$ cat src/rtl/uart_pkg.sv
// Shared types and constants for the UART transmit arbiter.
// Build option: UART_ARB_TAG_EN adds the tag-frame states.
package uart_pkg;

`ifdef UART_ARB_TAG_EN
    typedef enum logic [2:0] {
        ST_IDLE      = 3'd0,
        ST_START     = 3'd1,
        ST_WAIT_DONE = 3'd2,
        ST_TAG_START = 3'd3,
        ST_TAG_WAIT  = 3'd4
    } arb_state_e;
`else
    typedef enum logic [1:0] {
        ST_IDLE      = 2'd0,
        ST_START     = 2'd1,
        ST_WAIT_DONE = 2'd2
    } arb_state_e;
`endif

    localparam logic [7:0] TAG_BASE = 8'hA0;

    function automatic int idx_width(input int n);
        return (n > 1) ? $clog2(n) : 1;
    endfunction

endpackage

$ cat src/rtl/uart_tx_arbiter_if.sv
// Requester handshakes plus the transmitter control pair, bundled for the arbiter.
interface uart_tx_arbiter_if #(
    parameter int NUM_REQ   = 4,
    parameter int DATA_BITS = 8
);
    logic [NUM_REQ-1:0]           req_valid;
    logic [NUM_REQ*DATA_BITS-1:0] req_data;
    logic [NUM_REQ-1:0]           req_ready;
    logic                         tx_start;
    logic [DATA_BITS-1:0]         tx_data;
    logic                         tx_busy;
    logic                         tx_done;

    modport slave (
        input  req_valid, req_data, tx_busy, tx_done,
        output req_ready, tx_start, tx_data
    );

    modport master (
        output req_valid, req_data, tx_busy, tx_done,
        input  req_ready, tx_start, tx_data
    );
endinterface

$ cat src/rtl/uart_tx_arbiter_rr_pick.sv
// Combinational round-robin picker: first set request bit scanning upward from last+1.
module rr_pick
    import uart_pkg::*;
#(
    parameter int NUM_REQ = 4
) (
    input  logic [NUM_REQ-1:0]              req,
    input  logic [idx_width(NUM_REQ)-1:0]   last,
    output logic [NUM_REQ-1:0]              gnt,
    output logic [idx_width(NUM_REQ)-1:0]   idx,
    output logic                            any
);
    localparam int IW = idx_width(NUM_REQ);

    logic [IW-1:0] cand_idx;
    logic          hit;

    // Walk the NUM_REQ candidates in priority order; only the first hit sticks.
    always_comb begin
        gnt      = '0;
        idx      = '0;
        any      = 1'b0;
        cand_idx = '0;
        hit      = 1'b0;
        for (int k = 1; k <= NUM_REQ; k++) begin
            cand_idx = IW'((int'(last) + k) % NUM_REQ);
            hit      = ~any & req[cand_idx];
            gnt      = gnt | (NUM_REQ'(hit) << cand_idx);
            idx      = hit ? cand_idx : idx;
            any      = any | hit;
        end
    end

endmodule

$ cat src/rtl/uart_tx_arbiter.sv
// Round-robin arbiter sharing one UART transmitter among NUM_REQ byte producers.
// Build option: UART_ARB_TAG_EN sends a TAG_BASE|grant_id frame ahead of each payload byte.
module uart_tx_arbiter
    import uart_pkg::*;
#(
    parameter int NUM_REQ   = 4,
    parameter int DATA_BITS = 8
) (
    input  logic                           clk,
    input  logic                           rst,
    uart_tx_arbiter_if.slave               bus,
    output logic [idx_width(NUM_REQ)-1:0]  grant_id,
    output logic                           busy
);
    localparam int IW = idx_width(NUM_REQ);

    arb_state_e           state_q, state_d;
    logic [DATA_BITS-1:0] tx_data_q, tx_data_d;
    logic [IW-1:0]        last_q, last_d;
    logic [IW-1:0]        grant_id_q, grant_id_d;
    logic                 tx_start_q, tx_start_d;
    logic                 busy_q, busy_d;
`ifdef UART_ARB_TAG_EN
    logic [DATA_BITS-1:0] hold_q, hold_d;
`endif

    logic [NUM_REQ-1:0]   pick_gnt;
    logic [IW-1:0]        pick_idx;
    logic                 pick_any;
    logic [DATA_BITS-1:0] pick_data;

    rr_pick #(.NUM_REQ(NUM_REQ)) u_pick (
        .req  (bus.req_valid),
        .last (last_q),
        .gnt  (pick_gnt),
        .idx  (pick_idx),
        .any  (pick_any)
    );

    assign pick_data = bus.req_data[int'(pick_idx)*DATA_BITS +: DATA_BITS];

    // Ready is offered only while idle and never while reset is asserted.
    always_comb begin
        if ((state_q == ST_IDLE) && !rst) begin
            bus.req_ready = pick_gnt;
        end else begin
            bus.req_ready = '0;
        end
    end

    // Next-state logic; entering a start state pre-arms the pulse when the line is free.
    always_comb begin
        state_d    = state_q;
        tx_data_d  = tx_data_q;
        last_d     = last_q;
        grant_id_d = grant_id_q;
        tx_start_d = 1'b0;
`ifdef UART_ARB_TAG_EN
        hold_d     = hold_q;
`endif
        case (state_q)
            ST_IDLE: begin
                if (pick_any) begin
                    grant_id_d = pick_idx;
                    tx_start_d = ~bus.tx_busy;
`ifdef UART_ARB_TAG_EN
                    hold_d     = pick_data;
                    tx_data_d  = DATA_BITS'(TAG_BASE) | DATA_BITS'(pick_idx);
                    state_d    = ST_TAG_START;
`else
                    tx_data_d  = pick_data;
                    state_d    = ST_START;
`endif
                end else begin
                    state_d = ST_IDLE;
                end
            end
            ST_START: begin
                if (tx_start_q) begin
                    state_d = ST_WAIT_DONE;
                end else if (!bus.tx_busy) begin
                    tx_start_d = 1'b1;
                end else begin
                    state_d = ST_START;
                end
            end
            ST_WAIT_DONE: begin
                if (bus.tx_done) begin
                    last_d  = grant_id_q;
                    state_d = ST_IDLE;
                end else begin
                    state_d = ST_WAIT_DONE;
                end
            end
`ifdef UART_ARB_TAG_EN
            ST_TAG_START: begin
                if (tx_start_q) begin
                    state_d = ST_TAG_WAIT;
                end else if (!bus.tx_busy) begin
                    tx_start_d = 1'b1;
                end else begin
                    state_d = ST_TAG_START;
                end
            end
            ST_TAG_WAIT: begin
                if (bus.tx_done) begin
                    tx_data_d  = hold_q;
                    tx_start_d = ~bus.tx_busy;
                    state_d    = ST_START;
                end else begin
                    state_d = ST_TAG_WAIT;
                end
            end
`endif
            default: begin
                state_d = ST_IDLE;
            end
        endcase
        busy_d = (state_d != ST_IDLE);
    end

    // State and registered outputs; last starts at NUM_REQ-1 so requester 0 wins first.
    always_ff @(posedge clk or posedge rst) begin
        if (rst) begin
            state_q    <= ST_IDLE;
            tx_data_q  <= '0;
            last_q     <= IW'(NUM_REQ - 1);
            grant_id_q <= '0;
            tx_start_q <= 1'b0;
            busy_q     <= 1'b0;
`ifdef UART_ARB_TAG_EN
            hold_q     <= '0;
`endif
        end else begin
            state_q    <= state_d;
            tx_data_q  <= tx_data_d;
            last_q     <= last_d;
            grant_id_q <= grant_id_d;
            tx_start_q <= tx_start_d;
            busy_q     <= busy_d;
`ifdef UART_ARB_TAG_EN
            hold_q     <= hold_d;
`endif
        end
    end

    assign bus.tx_start = tx_start_q;
    assign bus.tx_data  = tx_data_q;
    assign grant_id     = grant_id_q;
    assign busy         = busy_q;

endmodule
$ cat src/flat_wrapper.sv
// flat-port wrapper written by rule: the top's interface ports become plain ports
module uart_tx_arbiter_flat import uart_pkg::*;
#(
    parameter int NUM_REQ   = 4,
    parameter int DATA_BITS = 8
)
  (clk, rst, grant_id, busy, bus_req_valid, bus_req_data, bus_tx_busy, bus_tx_done, bus_req_ready, bus_tx_start, bus_tx_data);
  uart_tx_arbiter_if #(.NUM_REQ(NUM_REQ), .DATA_BITS(DATA_BITS)) bus_i ();
  input  logic clk;
  input  logic rst;
  output logic [idx_width(NUM_REQ)-1:0] grant_id;
  output logic busy;
  input wire logic [$bits(bus_i.req_valid)-1:0] bus_req_valid;
  input wire logic [$bits(bus_i.req_data)-1:0] bus_req_data;
  input wire logic [$bits(bus_i.tx_busy)-1:0] bus_tx_busy;
  input wire logic [$bits(bus_i.tx_done)-1:0] bus_tx_done;
  output wire logic [$bits(bus_i.req_ready)-1:0] bus_req_ready;
  output wire logic [$bits(bus_i.tx_start)-1:0] bus_tx_start;
  output wire logic [$bits(bus_i.tx_data)-1:0] bus_tx_data;
  assign bus_i.req_valid = bus_req_valid;
  assign bus_i.req_data = bus_req_data;
  assign bus_i.tx_busy = bus_tx_busy;
  assign bus_i.tx_done = bus_tx_done;
  assign bus_req_ready = bus_i.req_ready;
  assign bus_tx_start = bus_i.tx_start;
  assign bus_tx_data = bus_i.tx_data;
  uart_tx_arbiter #(.NUM_REQ(NUM_REQ), .DATA_BITS(DATA_BITS)) u_core (.clk(clk), .rst(rst), .bus(bus_i), .grant_id(grant_id), .busy(busy));
endmodule
$ cat config.mk
export PLATFORM = sky130hd
export DESIGN_NAME = uart_tx_arbiter_flat
export DESIGN_NICKNAME = d
export VERILOG_FILES = /design/src/rtl/uart_pkg.sv /design/src/rtl/uart_tx_arbiter_if.sv /design/src/rtl/uart_tx_arbiter_rr_pick.sv /design/src/rtl/uart_tx_arbiter.sv /design/src/flat_wrapper.sv
export SDC_FILE = /design/constraint.sdc
export NUM_CORES = 1
export LEC_CHECK = 0
export CORE_MARGIN = 3
export CORE_UTILIZATION = 41
export CTS_CLUSTER_SIZE = 12
export DETAILED_ROUTE_END_ITERATION = 6
export PLACE_DENSITY_LB_ADDON = 0.12
export SKIP_CTS_REPAIR_TIMING = 1
export SYNTH_ARGS = -nofsm -noshare
export SYNTH_HDL_FRONTEND = slang
export SYNTH_SLANG_ARGS = --single-unit
$ cat constraint.sdc
create_clock -name clk -period 3.6 [get_ports clk]
set_clock_uncertainty 0.1 [all_clocks]
set_input_delay 0.54 -clock clk [delete_from_list [all_inputs] [get_ports clk]]
set_output_delay 0.54 -clock clk [all_outputs]
set_load 0.005 [all_outputs]
==> results.md, run 1 <==
- Fin crit period: 2817 ps
- Share of total power in the clock network: 11.6%
- Antenna violations before repair: 0
- IO buf count: 55
- CP max-delay cell: clkdlybuf4s50_1
- Power Dens Cells: 640.4 nW/um^2
- Switching share of total power: 36.76%
- Synth Area per Inst: 9.791 um^2
- Leak pwr: 0.0006667 uW
- Fin crit share: 78.24%
- Total Wirelength: 2721 um
- Drt via density: 5.280
- Sequential-to-total area share from yosys stat: 39.95%
- Cell Chain, Critical Path: clkdlybuf4s50_1, nor2_1, a21oi_1, o22ai_1, and3_1, clkdlybuf4s50_1
- First-pass GRT wire length: 4857 um
- Largest net degree at the start of global routing: 18
- Die Width: 55.60 um
- Vias in the first global route: 1102
- FMAX: 355.0 MHz
- CP startpoint kind: primary input
- Clk buf depth: 2
- Sequential fraction of design power: 34.4%
- Core area: 2276 um^2
- Max-slew violation count: 0
- Via count: 982
- WL per Instance: 14.63 um
- I/O pin count: 56
- Int Pwr: 644.6 uW
- Clock transition at path regs: 100 ps
- Yosys cell types: 28
- # setup viols final: 0
- Worst-path maximum fanout: 7
- Die Span Y: 55.60 um
- Hold Crit Class: flop to flop
- CP required: 2960 ps
- Max Cap Viol: 0
- Worst-Margin Slew: 595.2 ps
- Combinational fraction of design power: 54.0%
- N_diodes: 0
- Mapped Area: 1008 um^2
- Clock sinks: 16
- Leading cell types in the layout, fill and taps excluded: clkdlybuf4s50_1 (55), nand2_1 (18), mux2i_1 (16)
- Worst setup path category: primary input to output pin
- Max_slew headroom: 60.28%
- Final cell utilization of the core: 69.93%
- Unrepaired setup endpoints after global routing: false
- Maximum VDD drop: 0.4715 mV
- CTS tree: yes
- Crit-path max cell delay: 530 ps
- R2R setup slack: 1680 ps
- Gr usage total: 19.28%
- Ys Warns: 0
- Syn Nets: 143
- Synthesized instance count: 103
- Setup TNS: 0 ps
- DRC viols: 0
- Initial core utilization: 44.31%
- Htree depth: 1
- Layout Area Growth over Synthesis: 57.82%
- Worst skew pair latency: 280 ps
- Synth Register Bits: 16
- Hpwl dp: 2175 um
- First-pass iteration count of the detailed router: 4
- CP arrival: 2180 ps
- Initial drt markers: 15
- Most common cell after layout, fill and taps aside: clkdlybuf4s50_1
- Net Switching: 374.7 uW
- CTS Buf Count: 3
- Fin nets: 199
- Most used cell, CP: clkdlybuf4s50_1
- Share of cells above drive strength 1: 10.76%
- Root Driver: clkbuf_4
- Routed Antenna Nets: 0
- Die area: 3091 um^2
- GPL Wtd Cong: 0.8231
- Outcome: finished clean
- Final total power: 1019 uW
- GR Overflow Total: 0
- Final Hold Viols: 0
- Critical Path End Type: output pin
- Row count: 17
[through the flow]
stage | worst slack [ps] | std cells | hold slack, ps | cell area [um^2]
3_5_place_dp | 805.5 | 182 | 376.3 | 1555
3_3_place_gp | 856.7 | 182 | 369.7 | 1555
5_1_grt | 711.7 | 186 | 416.2 | 1592
6_report | 783.4 | 186 | 394.1 | 1592
4_1_cts | 798.3 | 186 | 397.8 | 1592
2_1_floorplan | 1856 | 103 | 352.3 | 1008
[sequential cells by signal, indices dropped and copies added (netlist names)]
name                 cells
u_core.bus.tx_data       8
u_core.bus.tx_start      1
u_core.busy              1
u_core.grant_id          2
u_core.last_q            2
u_core.state_q           2
[worst max-delay path, delay by kind of cell]
kind	cells	cell delay, ps
AOI/OAI and AO/OA	2	200
buffers and inverters	2	1030
and+or+nand+nor	2	400
[power by group through the flow]
stage,Combinational [uW],Clock (uW),Sequential (uW)
after CTS,559,119,352
final,550,118,351
after floorplan,348,0,339
after global routing,609,132,369
after detailed placement,557,0,355
after global placement,536,0,350
[layout make-up]
| class | count | area, um^2 |
|---|---|---|
| Timing Repair Buffer | 56 | 558.0 |
| Tap cell | 28 | 35.03 |
| Sequential cell | 16 | 402.9 |
| Inverter | 3 | 11.26 |
| Fill cell | 190 | 684.4 |
| Clock buffer | 4 | 36.28 |
| Multi-Input combinational cell | 79 | 548.0 |
[final timing paths]
check / cells after the start / startpoint / to
max: 6 / bus_req_valid[3] / bus_req_ready[1]
min: 2 / u_core.bus.tx_data[2]$_DFFE_PP0P_ / u_core.bus.tx_data[2]$_DFFE_PP0P_
max reg2reg: 6 / u_core.last_q[0]$_DFFE_PP1P_ / u_core.bus.tx_data[2]$_DFFE_PP0P_
min reg2reg: 2 / u_core.bus.tx_data[2]$_DFFE_PP0P_ / u_core.bus.tx_data[2]$_DFFE_PP0P_
max in group asynchronous: 2 / rst / u_core.bus.tx_data[3]$_DFFE_PP0P_
min in group asynchronous: 2 / rst / u_core.busy$_DFF_PP0_
[cells in the mapped netlist]
| library cell | n | area share (%) |
|---|---|---|
| o21ai_0 | 2 | 0.99 |
| nor3_1 | 2 | 0.99 |
| o2111a_1 | 1 | 1.1 |
| o22ai_1 | 2 | 1.2 |
| mux2i_1 | 16 | 16 |
| dfrtp_1 | 14 | 35 |
| o221ai_1 | 8 | 6.9 |
| nand3b_1 | 1 | 0.74 |
| inv_1 | 3 | 1.1 |
| nor2_1 | 5 | 1.9 |
| nand2b_2 | 2 | 1.7 |
| nor2_4 | 1 | 1.1 |
| and3_1 | 2 | 1.2 |
| dfstp_2 | 2 | 5.2 |
| buf_2 | 2 | 0.99 |
| nor3_2 | 1 | 0.99 |
| o22a_1 | 1 | 0.87 |
| buf_12 | 1 | 2.0 |
| mux2_2 | 2 | 2.2 |
| nand3_1 | 1 | 0.50 |
| buf_6 | 2 | 2.2 |
| o21ai_1 | 2 | 0.99 |
| o21ai_2 | 1 | 0.87 |
| nand2_1 | 18 | 6.7 |
| or2_2 | 1 | 0.62 |
| nand2b_1 | 3 | 1.9 |
| a21oi_1 | 5 | 2.5 |
| a21oi_2 | 2 | 1.7 |
[cell families (layout without fill, tap and decap cells)]
family                 count (synthesis)  after routing  share of synthesized area (%)
AND/OR/NAND/NOR                       37             37                          18.36
flip-flops                            16             16                          39.95
multiplexers                          18             18                          18.11
AO/OA/AOI/OAI                         24             24                          17.25
buffers and inverters                  8             63                          6.327
[routing by layer]
layer  global-route usage, %  vias up  wire [um]
met3                   4.872        2        137
li1                        -      491          -
met2                   36.49       25       1489
met5                       0        -          0
met4                   4.861        0         17
met1                   21.11      464       1077
Note: power is estimated with default switching activity, not from simulation.
==> inputs of run 2 (changes only) <==
CORE_UTILIZATION = 38   (was 41)
clock period = 2.72 ns   (was 3.6 ns; I/O delays follow)
==> run 2 against run 1 <==
Sequential power is 33% higher; sequential share of layout area is 0.16 points lower; worst hold slack better by 4.5 ps; total power is 33% higher; first-iteration DRC count grew 33%; flip-flop and latch count stayed put; via count is 0.51% higher; critical endpoint is now bus_req_ready[3]; largest power group unchanged.
==> results.md, run 2 (synthesis results as in run 1) <==
- R2R setup slack: 810 ps (was 1680 ps)
- Antenna violations before repair: 0 (unchanged)
- Setup TNS: 0 ps (unchanged)
- # setup viols final: 0 (unchanged)
- Total Wirelength: 2650 um (was 2721 um)
- Fin nets: 200 (was 199)
- Worst setup path category: primary input to output pin (unchanged)
- Unrepaired setup endpoints after global routing: false (unchanged)
- Die Span Y: 57.52 um (was 55.60 um)
- Footprint of the multi-input gates: 548.0 um^2 (unchanged)
- First-pass iteration count of the detailed router: 4 (unchanged)
- Htree depth: 1 (unchanged)
- Fill count: 235 (was 190)
- Critical Path End Type: output pin (unchanged)
- Max Cap Viol: 0 (unchanged)
- Reg-to-Reg End: u_core.bus.tx_data[7]$_DFFE_PP0P_ (was u_core.bus.tx_data[2]$_DFFE_PP0P_)
- Placed insts: 185 (was 182)
- Leading cell types in the layout, fill and taps excluded: clkdlybuf4s50_1 (55), nand2_1 (18), mux2i_1 (16) (unchanged)
- Leak pwr: 0.0006712 uW (was 0.0006667 uW)
- Int Pwr: 864.0 uW (was 644.6 uW)
- Final instance area: 1602 um^2 (was 1592 um^2)
- Power Dens Cells: 847.9 nW/um^2 (was 640.4 nW/um^2)
- Gr usage total: 16.23% (was 19.28%)
- DRC viols: 0 (unchanged)
- Max-slew violation count: 0 (unchanged)
- Hold Path Origin: u_core.bus.tx_data[4]$_DFFE_PP0P_ (was u_core.bus.tx_data[2]$_DFFE_PP0P_)
- Routed Antenna Nets: 0 (unchanged)
- Combinational fraction of design power: 54.1% (was 54.0%)
- Sequential cell area: 402.9 um^2 (unchanged)
- Most common cell after layout, fill and taps aside: clkdlybuf4s50_1 (unchanged)
- Pre-CTS setup slack: 185.0 ps (was 805.5 ps)
- Hold Crit Class: flop to flop (unchanged)
- Layout Area Growth over Synthesis: 58.81% (was 57.82%)
- Drt via density: 5.222 (was 5.280)
- CTS Buf Count: 3 (unchanged)
- Row count: 18 (was 17)
- Final Hold Viols: 0 (unchanged)
- Worst-Margin Slew: 611.4 ps (was 595.2 ps)
- Fin crit share: 93.62%
- WL per Instance: 14.02 um (was 14.63 um)
- Share of cells above drive strength 1: 11.32% (was 10.76%)
- CTS tree: yes (unchanged)
- I/O pin count: 56 (unchanged)
- Clk buf depth: 2 (unchanged)
- Die area: 3308 um^2 (was 3091 um^2)
- CP arrival: 2040 ps (was 2180 ps)
- Maximum VDD drop: 0.6558 mV (was 0.4715 mV)
- Clock transition at path regs: 90 ps (was 100 ps)
- Max FFs per register: 8 (unchanged)
- Hpwl dp: 2111 um (was 2175 um)
- Hold path depth: 2 (unchanged)
- Clock sinks: 16 (unchanged)
- GR Overflow Total: 0 (unchanged)
- Via count: 987 (was 982)
- GPL Wtd Cong: 0.9113 (was 0.8231)
- Switching share of total power: 36.37% (was 36.76%)
- Final worst setup slack: 173.4 ps (was 783.4 ps)
- IO buf count: 55 (unchanged)
- Critical R2R Launch: u_core.last_q[0]$_DFFE_PP1P_ (unchanged)
- CP required: 2210 ps (was 2960 ps)
- Initial core utilization: 40.34% (was 44.31%)
- Worst-path maximum fanout: 7 (unchanged)
- Max_slew headroom: 59.20% (was 60.28%)
- Core area: 2500 um^2 (was 2276 um^2)
- N_diodes: 0 (unchanged)
- R2R depth: 6 (unchanged)
- Largest net degree at the start of global routing: 18 (unchanged)
- Net Switching: 493.9 uW (was 374.7 uW)
- Sequential fraction of design power: 34.4% (about the same)
- Vias in the first global route: 981 (was 1102)
- Fin crit period: 2547 ps
- Root Driver: clkbuf_4 (unchanged)
- CP startpoint kind: primary input (unchanged)
- Post-layout instance count excluding filler cells: 189 (was 186)
- Worst hold endpoint: u_core.bus.tx_data[4]$_DFFE_PP0P_ (was u_core.bus.tx_data[2]$_DFFE_PP0P_)
- First-pass GRT wire length: 4271 um (was 4857 um)
- Outcome: finished clean (unchanged)
- Initial drt markers: 20 (was 15)
- Share of total power in the clock network: 11.6% (about the same)
- Placed cell areas: 1565 um^2 (was 1555 um^2)
- Worst skew pair latency: 280 ps (about the same)
- FMAX: 392.7 MHz
- Die Width: 57.52 um (was 55.60 um)
-- run 2: cell count changes in the layout (fill, tap and decap cells not counted) --
cell   before  now
buf_4       1    2
-- run 2: metrics by stage --
stage          total power (uW)  util, %  hold slack [ps]
5_1_grt                    1459    64.06            423.6
3_5_place_dp               1215    62.61            376.9
6_report                   1358    64.06            398.7
4_1_cts                    1370    64.06            398.0
2_1_floorplan             909.4        -            220.3
3_3_place_gp               1189    62.61            373.7
-- run 2: worst max path at each step --
stage          depth (start not counted)  slack, ps                          from                           endpoint
2_1_floorplan                          7        990  u_core.last_q[0]$_DFFE_PP1P_  u_core.bus.tx_data[0]$_DFFE_PP0P_
3_3_place_gp                           6        240              bus_req_valid[1]                   bus_req_ready[3]
3_5_place_dp                           6        180              bus_req_valid[1]                   bus_req_ready[3]
4_1_cts                                6        180              bus_req_valid[1]                   bus_req_ready[3]
5_1_grt                                6         90              bus_req_valid[1]                   bus_req_ready[3]
6_report                               6        170              bus_req_valid[1]                   bus_req_ready[3]
-- run 2: cell type report --
cell class,instances,share of cell area (%)
Timing Repair Buffer,57,35.31
Multi-Input combinational cell,79,34.22
Sequential cell,16,25.16
Clock buffer,4,2.266
Tap cell,30,2.344
Inverter,3,0.7031
-- run 2: per-layer routing --
layer	GRT usage, %	wire length, um	share of wire [%]
met1	20.00	1133	43
met4	3.974	18	0.68
met5	0	0	0
met2	28.87	1355	51
met3	3.167	143	5.4
-- run 2: worst max-delay path, cell delays in order --
cell	delay [ps]
clkdlybuf4s50_1	520
nor2_1	250
a21oi_1	70
o22ai_1	130
and3_1	170
clkdlybuf4s50_1	490
-- run 2: power by group through the flow --
stage	Combinational, uW	Clock (uW)	Sequential [uW]
floorplan	461	0	449
global placement	724	0	465
detailed placement	745	0	469
CTS	746	158	467
global route	807	168	483
finish	734	157	467
==> inputs of run 3 (changes only) <==
CAP_MARGIN = 20   (was not set)
PLACE_DENSITY = 0.76   (was not set)
PLACE_DENSITY_LB_ADDON = not set   (was 0.12)
==> run 3 against run 2 <==
Non-clock buffer count did not move; die area did not move; combinational power rose by 0.8%; via count rose by 1.5%; sequential share of layout area did not move; maximum frequency fell by 0.92%; clock-buffer cell count did not move; core utilization did not move; sequential power fell by 0.9%; total power rose by 0.26%.
==> results.md, run 3 (synthesis results as in run 1) <==
- Outcome: finished clean (unchanged)
- Hold Crit Class: flop to flop (unchanged)
- WL per Instance: 14.67 um (was 14.02 um)
- Critical R2R Launch: u_core.last_q[0]$_DFFE_PP1P_ (unchanged)
- Gr usage total: 16.92% (was 16.23%)
- CP required: 2210 ps (about the same)
- Unrepaired setup endpoints after global routing: false (unchanged)
- Reg-to-Reg End: u_core.bus.tx_data[3]$_DFFE_PP0P_ (was u_core.bus.tx_data[7]$_DFFE_PP0P_)
- Die Span Y: 57.52 um (unchanged)
- Hold path depth: 2 (unchanged)
- CP startpoint kind: primary input (unchanged)
- Fin nets: 200 (unchanged)
- Antenna violations before repair: 0 (unchanged)
- Maximum VDD drop: 0.6531 mV (was 0.6558 mV)
- Worst setup path category: primary input to output pin (unchanged)
- # setup viols final: 0 (unchanged)
- Worst hold endpoint: u_core.bus.tx_data[7]$_DFFE_PP0P_ (was u_core.bus.tx_data[4]$_DFFE_PP0P_)
- Die Width: 57.52 um (unchanged)
- Total Wirelength: 2772 um (was 2650 um)
- CP arrival: 2060 ps (was 2040 ps)
- Htree depth: 1 (unchanged)
- Drt via density: 5.302 (was 5.222)
- Fill count: 204 (was 235)
- Leading cell types in the layout, fill and taps excluded: clkdlybuf4s50_1 (55), nand2_1 (18), mux2i_1 (16) (unchanged)
- Max Cap Viol: 0 (unchanged)
- Die area: 3308 um^2 (unchanged)
- Hold Path Origin: u_core.bus.tx_data[7]$_DFFE_PP0P_ (was u_core.bus.tx_data[4]$_DFFE_PP0P_)
- CTS tree: yes (unchanged)
- Share of cells above drive strength 1: 11.32% (unchanged)
- Fin crit period: 2570 ps (was 2547 ps)
- First-pass GRT wire length: 4402 um (was 4271 um)
- Root Driver: clkbuf_4 (unchanged)
- Setup TNS: 0 ps (unchanged)
- R2R setup slack: 810 ps (about the same)
- Final cell utilization of the core: 64.06% (unchanged)
- DRC viols: 0 (unchanged)
- Clock sinks: 16 (unchanged)
- Leak pwr: 0.0006712 uW (unchanged)
- Initial core utilization: 40.34% (unchanged)
- Final Hold Viols: 0 (unchanged)
- Fin crit share: 94.49% (was 93.62%)
- Initial drt markers: 21 (was 20)
- Max FFs per register: 8 (unchanged)
- Critical Path End Type: output pin (unchanged)
- Vias in the first global route: 981 (unchanged)
- Worst-Margin Slew: 607.5 ps (was 611.4 ps)
- Max-slew violation count: 0 (unchanged)
- N_diodes: 0 (unchanged)
- Hpwl dp: 2220 um (was 2111 um)
- Clock transition at path regs: 100 ps (was 90 ps)
- GPL Wtd Cong: 0.7483 (was 0.9113)
- Pre-CTS setup slack: 167.2 ps (was 185.0 ps)
- FMAX: 389.1 MHz (was 392.7 MHz)
- Routed Antenna Nets: 0 (unchanged)
- I/O pin count: 56 (unchanged)
- Power Dens Cells: 850.1 nW/um^2 (was 847.9 nW/um^2)
- Max_slew headroom: 59.45% (was 59.20%)
- Via count: 1002 (was 987)
- Layout Area Growth over Synthesis: 58.81% (unchanged)
- Most common cell after layout, fill and taps aside: clkdlybuf4s50_1 (unchanged)
- Final total power: 1361 uW (was 1358 uW)
- Final worst setup slack: 149.8 ps (was 173.4 ps)
- Core area: 2500 um^2 (unchanged)
- Clk buf depth: 2 (unchanged)
- IO buf count: 55 (unchanged)
- Largest net degree at the start of global routing: 18 (unchanged)
- Worst skew pair latency: 280 ps (about the same)
- Row count: 18 (unchanged)
- R2R depth: 6 (unchanged)
- First-pass iteration count of the detailed router: 4 (unchanged)
- Worst-path maximum fanout: 7 (unchanged)
- GR Overflow Total: 0 (unchanged)
- CTS Buf Count: 3 (unchanged)
run 3: cell counts in the layout (fill, tap and decap cells not counted):
Identical to the previous run, type by type.
run 3: worst max path at each step:
stage                                 startpoint                           endpoint  slack (ps)
global placement                bus_req_valid[1]                   bus_req_ready[3]         240
CTS                             bus_req_valid[1]                   bus_req_ready[3]         160
floorplan           u_core.last_q[0]$_DFFE_PP1P_  u_core.bus.tx_data[0]$_DFFE_PP0P_         990
finish                          bus_req_valid[1]                   bus_req_ready[3]         150
detailed placement              bus_req_valid[1]                   bus_req_ready[3]         170
global route                    bus_req_valid[1]                   bus_req_ready[3]          70
run 3: routing by layer:
metal	up-vias	track usage [%]	routed length, um	share of wire (%)
li1	491	-	-	-
met5	-	0	0	0
met2	23	30.16	1451	52
met3	2	3.167	99	3.6
met4	0	3.974	23	0.83
met1	486	20.96	1197	43
run 3: critical path: stages:
cell             delay (ps)
clkdlybuf4s50_1         520
nor2_1                  250
a21oi_1                  70
o22ai_1                 140
and3_1                  170
clkdlybuf4s50_1         500
run 3: power breakdown:
group,internal [uW],switching (uW),total (uW)
registers,363,99.8,463
clock network,81.3,77.7,159
logic,420,319,740
run 3: layout make-up:
class,instances,area [um^2],share of cell area [%]
inverter,3,11.26,0.7031
sequential,16,402.9,25.16
clock buffer,4,36.28,2.266
multi-input combinational,79,548.0,34.22
tap,30,37.54,2.344
timing repair buffer,57,565.5,35.31
run 3: metrics by stage:
stage | hold slack [ps] | cells | area, um^2
finish | 397.3 | 189 | 1602
global route | 430.3 | 189 | 1602
CTS | 404.9 | 189 | 1602
detailed placement | 381.5 | 185 | 1565
global placement | 371.3 | 185 | 1565
floorplan | 220.3 | 103 | 1008
==> RTL change 1, RTL diff (config.mk and constraints of run 3) <==
The option `UART_ARB_TAG_EN` is turned on by a define.
--- a/src/rtl/uart_pkg.sv
+++ b/src/rtl/uart_pkg.sv
@@ -2,2 +2,4 @@
 // Build option: UART_ARB_TAG_EN adds the tag-frame states.
+`define UART_ARB_TAG_EN
+
 package uart_pkg;
Formal check against the unedited RTL: not equivalent (a bounded check fails within 4 cycles, from zero or initial values and one cycle with rst high).
==> RTL change 1 against run 3 <==
- worst hold slack better by 0.013 ns
- area after synthesis rose by 62%
- total power increased by 41%
- non-clock buffer count is 7 higher
- wire length increased by 55%
- setup slack worse by 0.040 ns
- cell area grew 42%
- sequential cell count is 9 higher
- largest cell class is now multi-input gates
==> RTL change 1: results (changes against run 3) <==
| Metric | Value |
|---|---|
| Status | finished, final reports clean |
| Worst min-delay path class | register to register |
| Synth top area cells | dfrtp_1 (35%), mux2i_1 (11%), a21oi_1 (7.6%) |
| Vias in the first global route | 1,497 (+53%) |
| Compound-gate portion of the synthesized area | 22.4% (+5.2 points) |
| Crit path max fanout | 10 (+3) |
| DRT Wirelength | 4.30 mm (+55%) |
| Core Footprint | 4090 sq um (+63%) |
| Root buffer cell | clkbuf_8 |
| Largest net degree at the start of global routing | 26 (+8) |
| Mapped Nets | 225 (+57%) |
| RR Endpoint | u_core.hold_q[5]$_DFFE_PP0P_ |
| P_leak | 0.928 nW (+38%) |
| First-pass GRT wire length | 7.11 mm (+62%) |
| Reg-to-Reg Start | u_core.last_q[1]$_DFFE_PP1P_ |
| Minimum clock period | 2.61 ns (+0.0402 ns) |
| Worst Max-Slew Pin Slew | 0.534 ns (-0.0737 ns) |
| Dpl hpwl | 3.19 mm (+44%) |
| Routed vias | 1,588 (+58%) |
| HP Start | u_core.hold_q[3]$_DFFE_PP0P_ |
| Starting DRT DRC Count | 158 (+650%) |
| Sequential share of the synthesized area | 38.4% (-1.6 points) |
| Synth top cells by count | a21oi_1 (25), dfrtp_1 (23), nand2_1 (20) |
| Nets | 277 (+39%) |
| Syn avg cell area | 8.85 sq um (-9.6%) |
| Hold Path End | u_core.bus.tx_data[3]$_DFFE_PP0P_ |
| Synth Area in XOR/XNOR | 0.535% (+0.54 points) |
| Flop-to-flop setup slack | 0.69 ns (-0.12 ns) |
| Peak supply drop | 342 uV (-48%) |
| Ratio of cells with drive above 1 in the final layout | 9.32% (-2.0 points) |
| Multiplexer share of the synthesized area | 11.0% (-7.1 points) |
| Hold depth | 1 (-1) |
| Worst hold margin | 0.411 ns (+0.0133 ns) |
| Total track usage | 17.2% (+0.25 points) |
## RTL change 1: cell type report
type	count	share of cell area, %
repair buffers	64	28.2
clock buffers	3	1.81
clock inverters	1	0.220
multi-input cells	137	38.4
inverters	6	0.989
flip-flops and latches	25	27.6
well taps	50	2.75
## RTL change 1: where the power goes
part,switching (W),total (W),internal [W]
combinational,0.000488,0.00100,0.000513
sequential,0.000159,0.000699,0.000540
clock,0.000120,0.000222,0.000103
total,0.000767,0.00192,0.00116
## RTL change 1: per-layer routing
layer	up-vias	GRT usage (%)	share of wire, %
met5	-	0	0
met4	0	6.89	1.8
met3	6	2.38	6.0
met2	60	25.4	47
met1	753	25.2	45
li1	769	-	-
## RTL change 1: stage by stage
| stage | instance area (sq um) | setup WS, ns | util [%] |
|---|---|---|---|
| final | 2280 | 0.110 | 55.7 |
| after global routing | 2280 | 0.0424 | 55.7 |
| after CTS | 2280 | 0.123 | 55.7 |
| after detailed placement | 2230 | 0.122 | 54.6 |
| after global placement | 2230 | 0.178 | 54.6 |
| after floorplan | 1640 | 0.761 | - |
## RTL change 1: worst max-delay path by stage
stage	startpoint	endpoint	slack (ns)
4_1_cts	bus_req_valid[3]	bus_req_ready[1]	0.12
2_1_floorplan	u_core.last_q[1]$_DFFE_PP1P_	u_core.hold_q[0]$_DFFE_PP0P_	0.76
5_1_grt	bus_req_valid[3]	bus_req_ready[1]	0.04
3_3_place_gp	bus_req_valid[3]	bus_req_ready[1]	0.18
6_report	bus_req_valid[3]	bus_req_ready[1]	0.11
3_5_place_dp	bus_req_valid[3]	bus_req_ready[1]	0.12
## RTL change 1: critical path, cell delays in order
cell	delay, ns
clkdlybuf4s50_1	0.57
nor2_1	0.28
a21oi_1	0.06
o21ai_0	0.14
and3_1	0.16
clkdlybuf4s50_1	0.49
==> RTL change 2, RTL diff (config.mk and constraints of run 3) <==
Without the edit above. `tx_data_q` no longer has a reset.
--- a/src/rtl/uart_tx_arbiter.sv
+++ b/src/rtl/uart_tx_arbiter.sv
@@ -125,3 +125,2 @@
             state_q    <= ST_IDLE;
-            tx_data_q  <= '0;
             last_q     <= IW'(NUM_REQ - 1);
@@ -135,3 +134,2 @@
             state_q    <= state_d;
-            tx_data_q  <= tx_data_d;
             last_q     <= last_d;
@@ -146,2 +144,6 @@
 
+    always_ff @(posedge clk) begin
+        tx_data_q <= tx_data_d;
+    end
+
     assign bus.tx_start = tx_start_q;
Formal check against the unedited RTL: not equivalent (a bounded check fails within 4 cycles, from zero or initial values and one cycle with rst high).
==> RTL change 2 against run 3 <==
- clock power decreased by 16%
- maximum frequency shrank 0.27%
- sequential cell count is the same
- highest routed layer unchanged
- wire length down 12%
- critical path type unchanged
- final cell count fell by 3.2%
- via count fell by 7.2%
- global-route usage fell by 1.7 points
- total power is 1.9% lower
- cell area is 3.4% higher
- setup slack worse by 0.0069 ns
- area after synthesis is 6.2% higher
==> RTL change 2: results (changes against run 3) <==
| Metric | Value |
|---|---|
| Status | finished, final reports clean |
| WL met1 | 908 um (-24%) |
| Peak supply drop | 539 uV (-17%) |
| First-pass GRT wire length | 4.00 mm (-9.1%) |
| Starting DRT DRC Count | 40 (+90%) |
| DR WL met3 | 269 um (+170%) |
| Nets | 194 (-3.0%) |
| Dpl hpwl | 1.98 mm (-11%) |
| Synth top cells by count | mux2i_1 (25), edfxtp_1 (8), o21ai_0 (7) |
| Non-clock inverter total of the final layout | 6 (+3) |
| P_int | 0.000874 W (+1.1%) |
| Num CTS Buffers | 3 (unchanged) |
| M1 GR Usage | 16.7% (-4.3 points) |
| Worst min-delay path class | input pin to asynchronous set/reset pin |
| P per Cell Area | 807 nW/um^2 (-5.1%) |
| Clock-cell share | 1.59% (-0.68 points) |
| Sequential share of the synthesized area | 41.4% (+1.4 points) |
| Fillers | 219 (+7.4%) |
| Mapped Nets | 139 (-2.8%) |
| Total track usage | 15.3% (-1.7 points) |
| RePlAce Congestion | 0.761 (+1.7%) |
| Worst hold margin | 0.278 ns (-0.120 ns) |
| Multi-input gate area | 541 sq um (-1.4%) |
| Crit path max fanout | 11 (+4) |
| Clock latency on the worst-skew pair | 0.29 ns |
| WL/cell | 13.3 um (-9.4%) |
| CP max stage delay | 0.67 ns (+0.15 ns) |
| Multi-input logic cell count | 69 (-13%) |
| Main flop type after synthesis | edfxtp_1 |
| Met2 routed WL | 1.20 mm (-17%) |
| Num sequential | 16 (unchanged) |
| Post-place setup slack | 0.154 ns (-0.0135 ns) |
| Post-Syn Area | 1070 sq um (+6.2%) |
| Buffering overhead | 35.4% (+0.062 points) |
| Placed cell areas | 1630 sq um (+4.1%) |
| DRT Pass-1 Iters | 3 (-1) |
| Asr flop ratio synth | 50.0% (-50 points) |
| RR Endpoint | u_core.bus.tx_data[7]$_DFFE_PP_ |
| Nonclk buf count | 58 (+1.8%) |
| EDFF count, synth | 8 (+8) |
| Distinct cells, synth | 32 (+14%) |
| Vias in the first global route | 944 (-3.8%) |
| Worst Max-Slew Pin Slew | 0.521 ns (-0.0865 ns) |
## RTL change 2: cell types whose count changed after synthesis, sizes merged, moves of 2 or more
| cell | delta |
|---|---|
| buf | +3 |
| dfrtp | -8 |
| edfxtp | +8 |
| inv | +3 |
| mux2i | +9 |
| nand2 | -10 |
| nand2b | -4 |
| nor3 | -2 |
| o21ai | +2 |
| o221ai | -7 |
## RTL change 2: cell families after synthesis
logic type / synth area share, %
flip-flops: 41.4
AO/OA/AOI/OAI: 13.0
buffers and inverters: 8.18
AND/OR/NAND/NOR: 10.6
multiplexers: 26.9
## RTL change 2: power by group through the flow
stage / registers (W) / logic, W / clock network, W
final: 0.000501 / 0.000702 / 0.000133
after floorplan: 0.000469 / 0.000463 / 0
after CTS: 0.000501 / 0.000716 / 0.000138
after detailed placement: 0.000504 / 0.000713 / 0
after global routing: 0.000521 / 0.000765 / 0.000149
after global placement: 0.000500 / 0.000694 / 0
